**config.mk**
```make
export PLATFORM = sky130hd
export DESIGN_NAME = decode_execute_reg
export DESIGN_NICKNAME = d
export VERILOG_FILES = /design/src/rtl/pipeline_pkg.sv /design/src/rtl/pipe_reg.sv /design/src/rtl/decode_execute_reg.sv
export SDC_FILE = /design/constraint.sdc
export NUM_CORES = 1
export LEC_CHECK = 0
export CORE_AREA = 4 4 154 156
export DETAILED_ROUTE_END_ITERATION = 6
export DIE_AREA = 0 0 158 160
export PLACE_DENSITY = 0.78
export SLEW_MARGIN = 0
export SYNTH_ARGS = -nofsm -noshare
export SYNTH_HDL_FRONTEND = slang
export SYNTH_HIERARCHICAL = 1
export SYNTH_SLANG_ARGS = --single-unit
```
**constraint.sdc**
```tcl
create_clock -name clk -period 1.9 [get_ports clk]
set_clock_uncertainty 0.05 [all_clocks]
set_input_delay 0.38 -clock clk [delete_from_list [all_inputs] [get_ports clk]]
set_output_delay 0.38 -clock clk [all_outputs]
set_load 0.01 [all_outputs]
```
**src/rtl/pipeline_pkg.sv**
```systemverilog
// Shared types for the RV32 pipeline registers: control bundle carried from decode to execute.
package pipeline_pkg;

    typedef enum logic [1:0] {
        RES_ALU = 2'b00,
        RES_MEM = 2'b01,
        RES_PC4 = 2'b10
    } result_src_t;

    typedef struct packed {
        logic        reg_write;
        result_src_t result_src;
        logic        mem_write;
        logic        mem_read;
        logic        branch;
        logic        jump;
        logic        alu_src;
        logic [3:0]  alu_ctrl;
        logic [2:0]  funct3;
    } de_ctrl_t;

    localparam int unsigned DE_CTRL_W = $bits(de_ctrl_t);
    localparam de_ctrl_t    DE_CTRL_NOP = '0;

endpackage

```
**src/rtl/pipe_reg.sv**
```systemverilog
// Generic pipeline register slice with synchronous clear (dominant) and load enable.
module pipe_reg #(
    parameter int unsigned W = 1
) (
    input  logic         clk,
    input  logic         en_i,
    input  logic         clr_i,
    input  logic [W-1:0] d_i,
    output logic [W-1:0] q_o
);

    logic [W-1:0] q_q;

    always_ff @(posedge clk) begin
        if (clr_i) begin
            q_q <= '0;
        end else if (en_i) begin
            q_q <= d_i;
        end
    end

    assign q_o = q_q;

endmodule

```
**src/rtl/decode_execute_reg.sv**
```systemverilog
// Decode->Execute pipeline register: freezes on hold, bubbles on stall/flush, counts bubbles.
module decode_execute_reg
    import pipeline_pkg::*;
#(
    parameter int unsigned DATA_W = 32,
    parameter int unsigned REG_AW = 5,
    parameter int unsigned CNT_W  = 16
) (
    input  logic              clk,
    input  logic              rst,
    input  logic              hold_e,
    input  logic              stall,
    input  logic              flush_e,
    input  logic              valid_d,
    input  logic [DATA_W-1:0] pc_d,
    input  logic [DATA_W-1:0] pc_plus4_d,
    input  logic [DATA_W-1:0] rd1_d,
    input  logic [DATA_W-1:0] rd2_d,
    input  logic [DATA_W-1:0] imm_d,
    input  logic [REG_AW-1:0] rs1_d,
    input  logic [REG_AW-1:0] rs2_d,
    input  logic [REG_AW-1:0] rd_d,
    input  de_ctrl_t          ctrl_d,
    output logic [DATA_W-1:0] pc_e,
    output logic [DATA_W-1:0] pc_plus4_e,
    output logic [DATA_W-1:0] rd1_e,
    output logic [DATA_W-1:0] rd2_e,
    output logic [DATA_W-1:0] imm_e,
    output logic [REG_AW-1:0] rs1_e,
    output logic [REG_AW-1:0] rs2_e,
    output logic [REG_AW-1:0] rd_e,
    output de_ctrl_t          ctrl_e,
    output logic              valid_e,
    output logic              mem_read_e,
    output logic [CNT_W-1:0]  bubble_cnt
);

    localparam int unsigned        DP_W    = 5 * DATA_W;
    localparam int unsigned        CT_W    = DE_CTRL_W + 3 * REG_AW + 1;
    localparam logic [CNT_W-1:0]   CNT_MAX = '1;

    logic            bubble_c;
    logic            load_c;
    de_ctrl_t        ctrl_in_c;
    logic [DP_W-1:0] dp_d;
    logic [DP_W-1:0] dp_q;
    logic [CT_W-1:0] ct_d;
    logic [CT_W-1:0] ct_q;
    logic [CNT_W-1:0] cnt_d;
    logic [CNT_W-1:0] cnt_q;

    // flush overrides hold; stall only acts when not frozen
    assign bubble_c  = flush_e | (stall & ~hold_e);
    assign load_c    = ~hold_e;
    assign ctrl_in_c = valid_d ? ctrl_d : DE_CTRL_NOP;

    assign dp_d = {pc_d, pc_plus4_d, rd1_d, rd2_d, imm_d};
    assign ct_d = {ctrl_in_c, rs1_d, rs2_d, rd_d, valid_d};

    pipe_reg #(.W(DP_W)) u_dp_reg (
        .clk   (clk),
        .en_i  (load_c),
        .clr_i (rst),
        .d_i   (dp_d),
        .q_o   (dp_q)
    );

    pipe_reg #(.W(CT_W)) u_ct_reg (
        .clk   (clk),
        .en_i  (load_c),
        .clr_i (rst | bubble_c),
        .d_i   (ct_d),
        .q_o   (ct_q)
    );

    assign {pc_e, pc_plus4_e, rd1_e, rd2_e, imm_e} = dp_q;
    assign {ctrl_e, rs1_e, rs2_e, rd_e, valid_e}   = ct_q;
    assign mem_read_e = ctrl_e.mem_read;

    always_comb begin
        cnt_d = cnt_q;
        if (bubble_c && (cnt_q != CNT_MAX)) begin
            cnt_d = cnt_q + CNT_W'(1);
        end
    end

    always_ff @(posedge clk) begin
        if (rst) begin
            cnt_q <= '0;
        end else begin
            cnt_q <= cnt_d;
        end
    end

    assign bubble_cnt = cnt_q;

endmodule

```
After elaboration in Yosys (flattened, before gate mapping)
Index checks and enable logic that the tools add are counted.
{"block": "op_classes", "bitwise": 4, "muxes": 1, "reduce_logical": 1, "n_eq_ne": 1, "addsub": 1}
{"cell": "adder 16 x 1 -> 16 bit (second input constant)", "count": 1}
{"cell": "!= test 16 bit (second input constant)", "count": 1}
{"cell": "two-way mux 15 bit", "count": 1}
{"cell": "bitwise OR 1 bit", "count": 2}
{"cell": "AND 1 bit", "count": 1}
{"cell": "logical AND 1 bit", "count": 1}
{"cell": "NOT 1 bit", "count": 1}
{"block": "word_totals", "elab_cells": 11, "register_bits": 207, "inputBits": 196}

Longest topological paths before layout
{"block": "depth", "word_depth": 4, "ltp_mapped": 6, "ltp_nobuf": 5}

Cells and area by module
The synthesis kept the hierarchy.
{"module": "pipe_reg at u_dp_reg", "n_inst": 1, "area_per_inst_um2": 5693.0, "cells_per_inst": 516}
{"module": "pipe_reg at u_ct_reg", "n_inst": 1, "area_per_inst_um2": 1129.8, "cells_per_inst": 100}
{"module": "decode_execute_reg", "n_inst": 1, "area_per_inst_um2": 962.2, "cells_per_inst": 117}

Worst setup path after synthesis
No wires, ideal clock.
{"block": "synth_path", "path_kind": "register -> register", "from": "register cnt_q[0], in the netlist bubble_cnt[0]", "to": "register cnt_q[9], in the netlist bubble_cnt[9]", "required_time_ps": 1729, "t_arrival_ps": 1563, "setup_ps": 121, "setup_slack_ps": 166, "period_less_slack_ps": 1734, "path_stages_with_launch": 7, "path_cell_list": "dfxtp_1 ha_1 nand3_1 nor4_2 buf_2 nor4b_1 mux2_2"}
{"block": "synth_via", "elab_chain_cells": 2, "elab_cells_between_ends": 3, "cone_classes": "add/sub (1); eq/ne (1); reduce/logical (1)"}
{"item": "start: declaration", "line_no": "decode_execute_reg.sv:50", "source": "logic [CNT_W-1:0] cnt_q;"}
{"item": "start signal: assignment", "line_no": "decode_execute_reg.sv:91", "source": "cnt_q <= cnt_d;"}
{"item": "parallel branches: the longest is 2 deep, another holds adder 16 x 1 -> 16 bit"}
Parallel ways; which one is timed is not known.
A chain may end at the register's enable or synchronous reset.

Worst setup path after layout
{"block": "layout_path", "from": "register u_ct_reg.q_q[21], in the netlist u_ct_reg/q_o[21]", "to": "output ctrl_e[5] (netlist bit)"}
{"item": "start: declaration", "line_no": "pipe_reg.sv:12", "source": "logic [W-1:0] q_q;"}
{"item": "start signal: assignment", "line_no": "pipe_reg.sv:18", "source": "q_q <= d_i;"}
{"item": "end: declaration", "line_no": "decode_execute_reg.sv:32", "source": "output de_ctrl_t ctrl_e,"}
No word-level cell between the ends.

==> impl_metrics.env <==
export IMPL_fillers=1880
export IMPL_r2r_end="bubble_cnt[7]"
export IMPL_slowest_delay_ns=0.57
export IMPL_cts_clk_slew_worst_paths_ns=0.06
export IMPL_final_max_slew_violation_count=0
export IMPL_syn_area_per_cell_um2=10.6
export IMPL_wl_per_cell_um=16.5
export IMPL_crit_chain="clkdlybuf4s50_1"
export IMPL_cts_sinks=207
export IMPL_grtUsageTotal_pct=18.0
export IMPL_syn_cell_area_mm2=0.00778
export IMPL_cts_hold_buffers=0
export IMPL_drive_above_1_share_pct=7.36
export IMPL_clk_latency_ns=0.50
export IMPL_synth_xor_area_share_pct=0
export IMPL_stdcell_area_mm2=0.0130
export IMPL_worstSetupPathType="reg -> out"
export IMPL_cp_max_fo=2
export IMPL_ant_nets=0
export IMPL_synthDistinctLibCells=39
export IMPL_place_area_mm2=0.0122
export IMPL_drt_iter0_drc=269
export IMPL_final_min_clock_period_ns=1.84
export IMPL_synth_top_area_share_pct=53.2
export IMPL_required_ns=1.47
export IMPL_dp_hpwl_um=17800
export IMPL_htree_levels=1
export IMPL_hp_class="in -> reg"
export IMPL_synth_area_leaders="dfxtp_1, mux2i_1, nor2_1, buf_8, and2_1"
export IMPL_power_density_mw_per_mm2=817
export IMPL_cts_root_buffer="clkbuf_16"
export IMPL_ys_ff_latch=207
export IMPL_cp_arrival_ns=1.41
export IMPL_num_antenna_cells=0
export IMPL_hold_path_end="bubble_cnt[10]"
export IMPL_dr_pass1_iters=4
export IMPL_drv_cap=0
export IMPL_status="finished clean"
export IMPL_synth_top_family_by_area="multiplexers"
export IMPL_grt_pass1_wl_um=37100
export IMPL_max_slew_worst_pin_slew_ns=0.529
export IMPL_rrSetupSlack_ns=0.19
export IMPL_netlist_instances=733
export IMPL_cts_buffers=23
export IMPL_hold_viol_final=0
export IMPL_path_buf_inv=1
export IMPL_setup_violations=0
export IMPL_peakVddDrop_v=0.000659
export IMPL_die_y_um=160
export IMPL_crit_slowest_cell="clkdlybuf4s50_1"
export IMPL_slew_headroom_pct=63.8
export IMPL_rsz0062_at_grt="no"
export IMPL_first_global_vias=6931
export IMPL_muxShareOfSynthArea_pct=25.0
export IMPL_cts_tree="built"
export IMPL_hold_depth=3
export IMPL_vias=6722
export IMPL_drc=0
export IMPL_fmax_mhz=542
export IMPL_synthSimpleGateAreaFrac_pct=13.5
export IMPL_grt_overflow=0
export IMPL_r2r_start="bubble_cnt[0]"
export IMPL_hold_start="rst"
export IMPL_die_w_um=158
export IMPL_viasPerCell=4.63
export IMPL_crit_family="buffers and inverters"
export IMPL_r2r_cells=6
export IMPL_synth_seq_area_share_pct=53.2
export IMPL_synthesis_nets=930
export IMPL_portBuffers=403
export IMPL_yosys_area_top_type="dfxtp_1"
export IMPL_synth_edff_count=0
export IMPL_wirelength_um=24000
export IMPL_start_util_pct=34.8
export IMPL_start_kind="flip-flop"
export IMPL_async_flop_share_pct=0
export IMPL_place_congestion=0.799
export IMPL_synth_flop_cell="dfxtp_1"
export IMPL_critPathCaptureType="primary output"
export IMPL_dieArea_mm2=0.0253
export IMPL_synth_fa_ha_area_share_pct=0.161
export IMPL_design_core_area_mm2=0.0224
export IMPL_synth_warnings=6
export IMPL_synth_compound_area_share_pct=2.80
export IMPL_utilization_pct=57.9
export IMPL_p_leak_uw=0.00565
export IMPL_clock_path_buffers=3
export IMPL_path_depth=1
export IMPL_fp_row_count=55
export IMPL_area_growth_pct=66.4
export IMPL_antenna_found_initial=0
export IMPL_final_nets=1351
export IMPL_pin_count=404
export IMPL_hold_worst_slack_ns=0.331
export IMPL_fin_crit_sh_pct=97.1
export IMPL_grt_max_degree=106
==> worst reg2reg max path, stage by stage (launching register included) <==
cell and delay, ns:
dfxtp_1 0.33, ha_1 0.24, nand3_1 0.13, nor4_2 0.06, buf_4 0.18, or4_1 0.47, a21oi_1 0.16
==> final cells by class <==
class / instances / area, um2 / share of cell area, %
clock buffer: 36 / 684 / 5.28
timing repair buffer: 444 / 4470 / 34.5
multi-input combinational: 473 / 3230 / 24.9
inverter: 5 / 26.3 / 0.203
clock inverter: 3 / 43.8 / 0.338
tap: 285 / 357 / 2.75
sequential: 207 / 4150 / 32.0
==> layout by cell type (no fill, tap or decap), drive strengths merged, types with 10 or more instances in the layout <==
| cell | n |
|---|---|
| a21oi | 10 |
| and2 | 16 |
| buf | 42 |
| clkbuf | 36 |
| clkdlybuf4s50 | 375 |
| dfxtp | 207 |
| dlygate4sd2 | 17 |
| dlymetal6s2s | 10 |
| mux2i | 193 |
| nor2 | 199 |
==> Yosys cell counts (all sizes together) (2+ instances only) <==
cell type,number
nand2b,3
or2,2
nand3,4
or3,4
nor2b,2
nand2,3
a2111oi,2
dfxtp,207
clkbuf,19
nor3,3
a21oi,10
or4,5
nor2,199
o21ai,5
and2,16
a211oi,3
nand4,3
buf,29
inv,5
mux2i,193
o31ai,6
==> worst max path at each step <==
stage	startpoint	slack [ns]	end
2_1_floorplan	bubble_cnt[0]	0.17	bubble_cnt[9]
3_3_place_gp	hold_e	-0.26	bubble_cnt[11]
3_5_place_dp	hold_e	-0.29	bubble_cnt[10]
4_1_cts	bubble_cnt[1]	0.003	bubble_cnt[1]
5_1_grt	bubble_cnt[2]	0.0006	bubble_cnt[2]
6_report	u_ct_reg/q_o[21]	0.06	ctrl_e[5]
==> through the flow <==
stage,cells,power (uW),TNS [ns],setup slack (ns)
floorplan,733,5410,0,0.166
global placement,1414,6370,-2.77,-0.259
detailed placement,1414,6390,-3.88,-0.290
CTS,1453,10800,0,0.00280
global route,1453,11100,0,0.000649
finish,1453,10600,0,0.0554
==> registers in the layout, indices dropped and copies added, names as in the netlist <==
signal        cells
bubble_cnt       16
u_ct_reg/q_o     31
u_dp_reg/q_o    160
==> kinds of logic (layout without fill, tap and decap cells) <==
kind of cell	Yosys count	count (layout)
and+or+nand+nor	246	246
DFF	207	207
muxes	194	194
buffers and inverters	53	488
AOI/OAI and AO/OA	32	32
adders and majority gates	1	1
==> where the power goes <==
group          switching [uW]  internal, uW
logic                     613          1000
clock network            1710          2590
registers                 114          4560
total                    2430          8160
==> repair_timing <==
item | 4_1_cts | 5_1_grt
buffers inserted | 0 | 0
resized for setup | 21 | 10
hold endpoints to repair | 0 | 0
setup endpoints to repair | 19 | 10
==> layer usage <==
| metal | track usage, % | vias up | wire (um) |
|---|---|---|---|
| met1 | 20.4 | 3093 | 9190 |
| met4 | 5.70 | 0 | 578 |
| met5 | 0 | - | 0 |
| met3 | 6.40 | 44 | 2510 |
| met2 | 31.3 | 287 | 11800 |
| li1 | - | 3298 | - |
(Power assumes the default switching activity.)
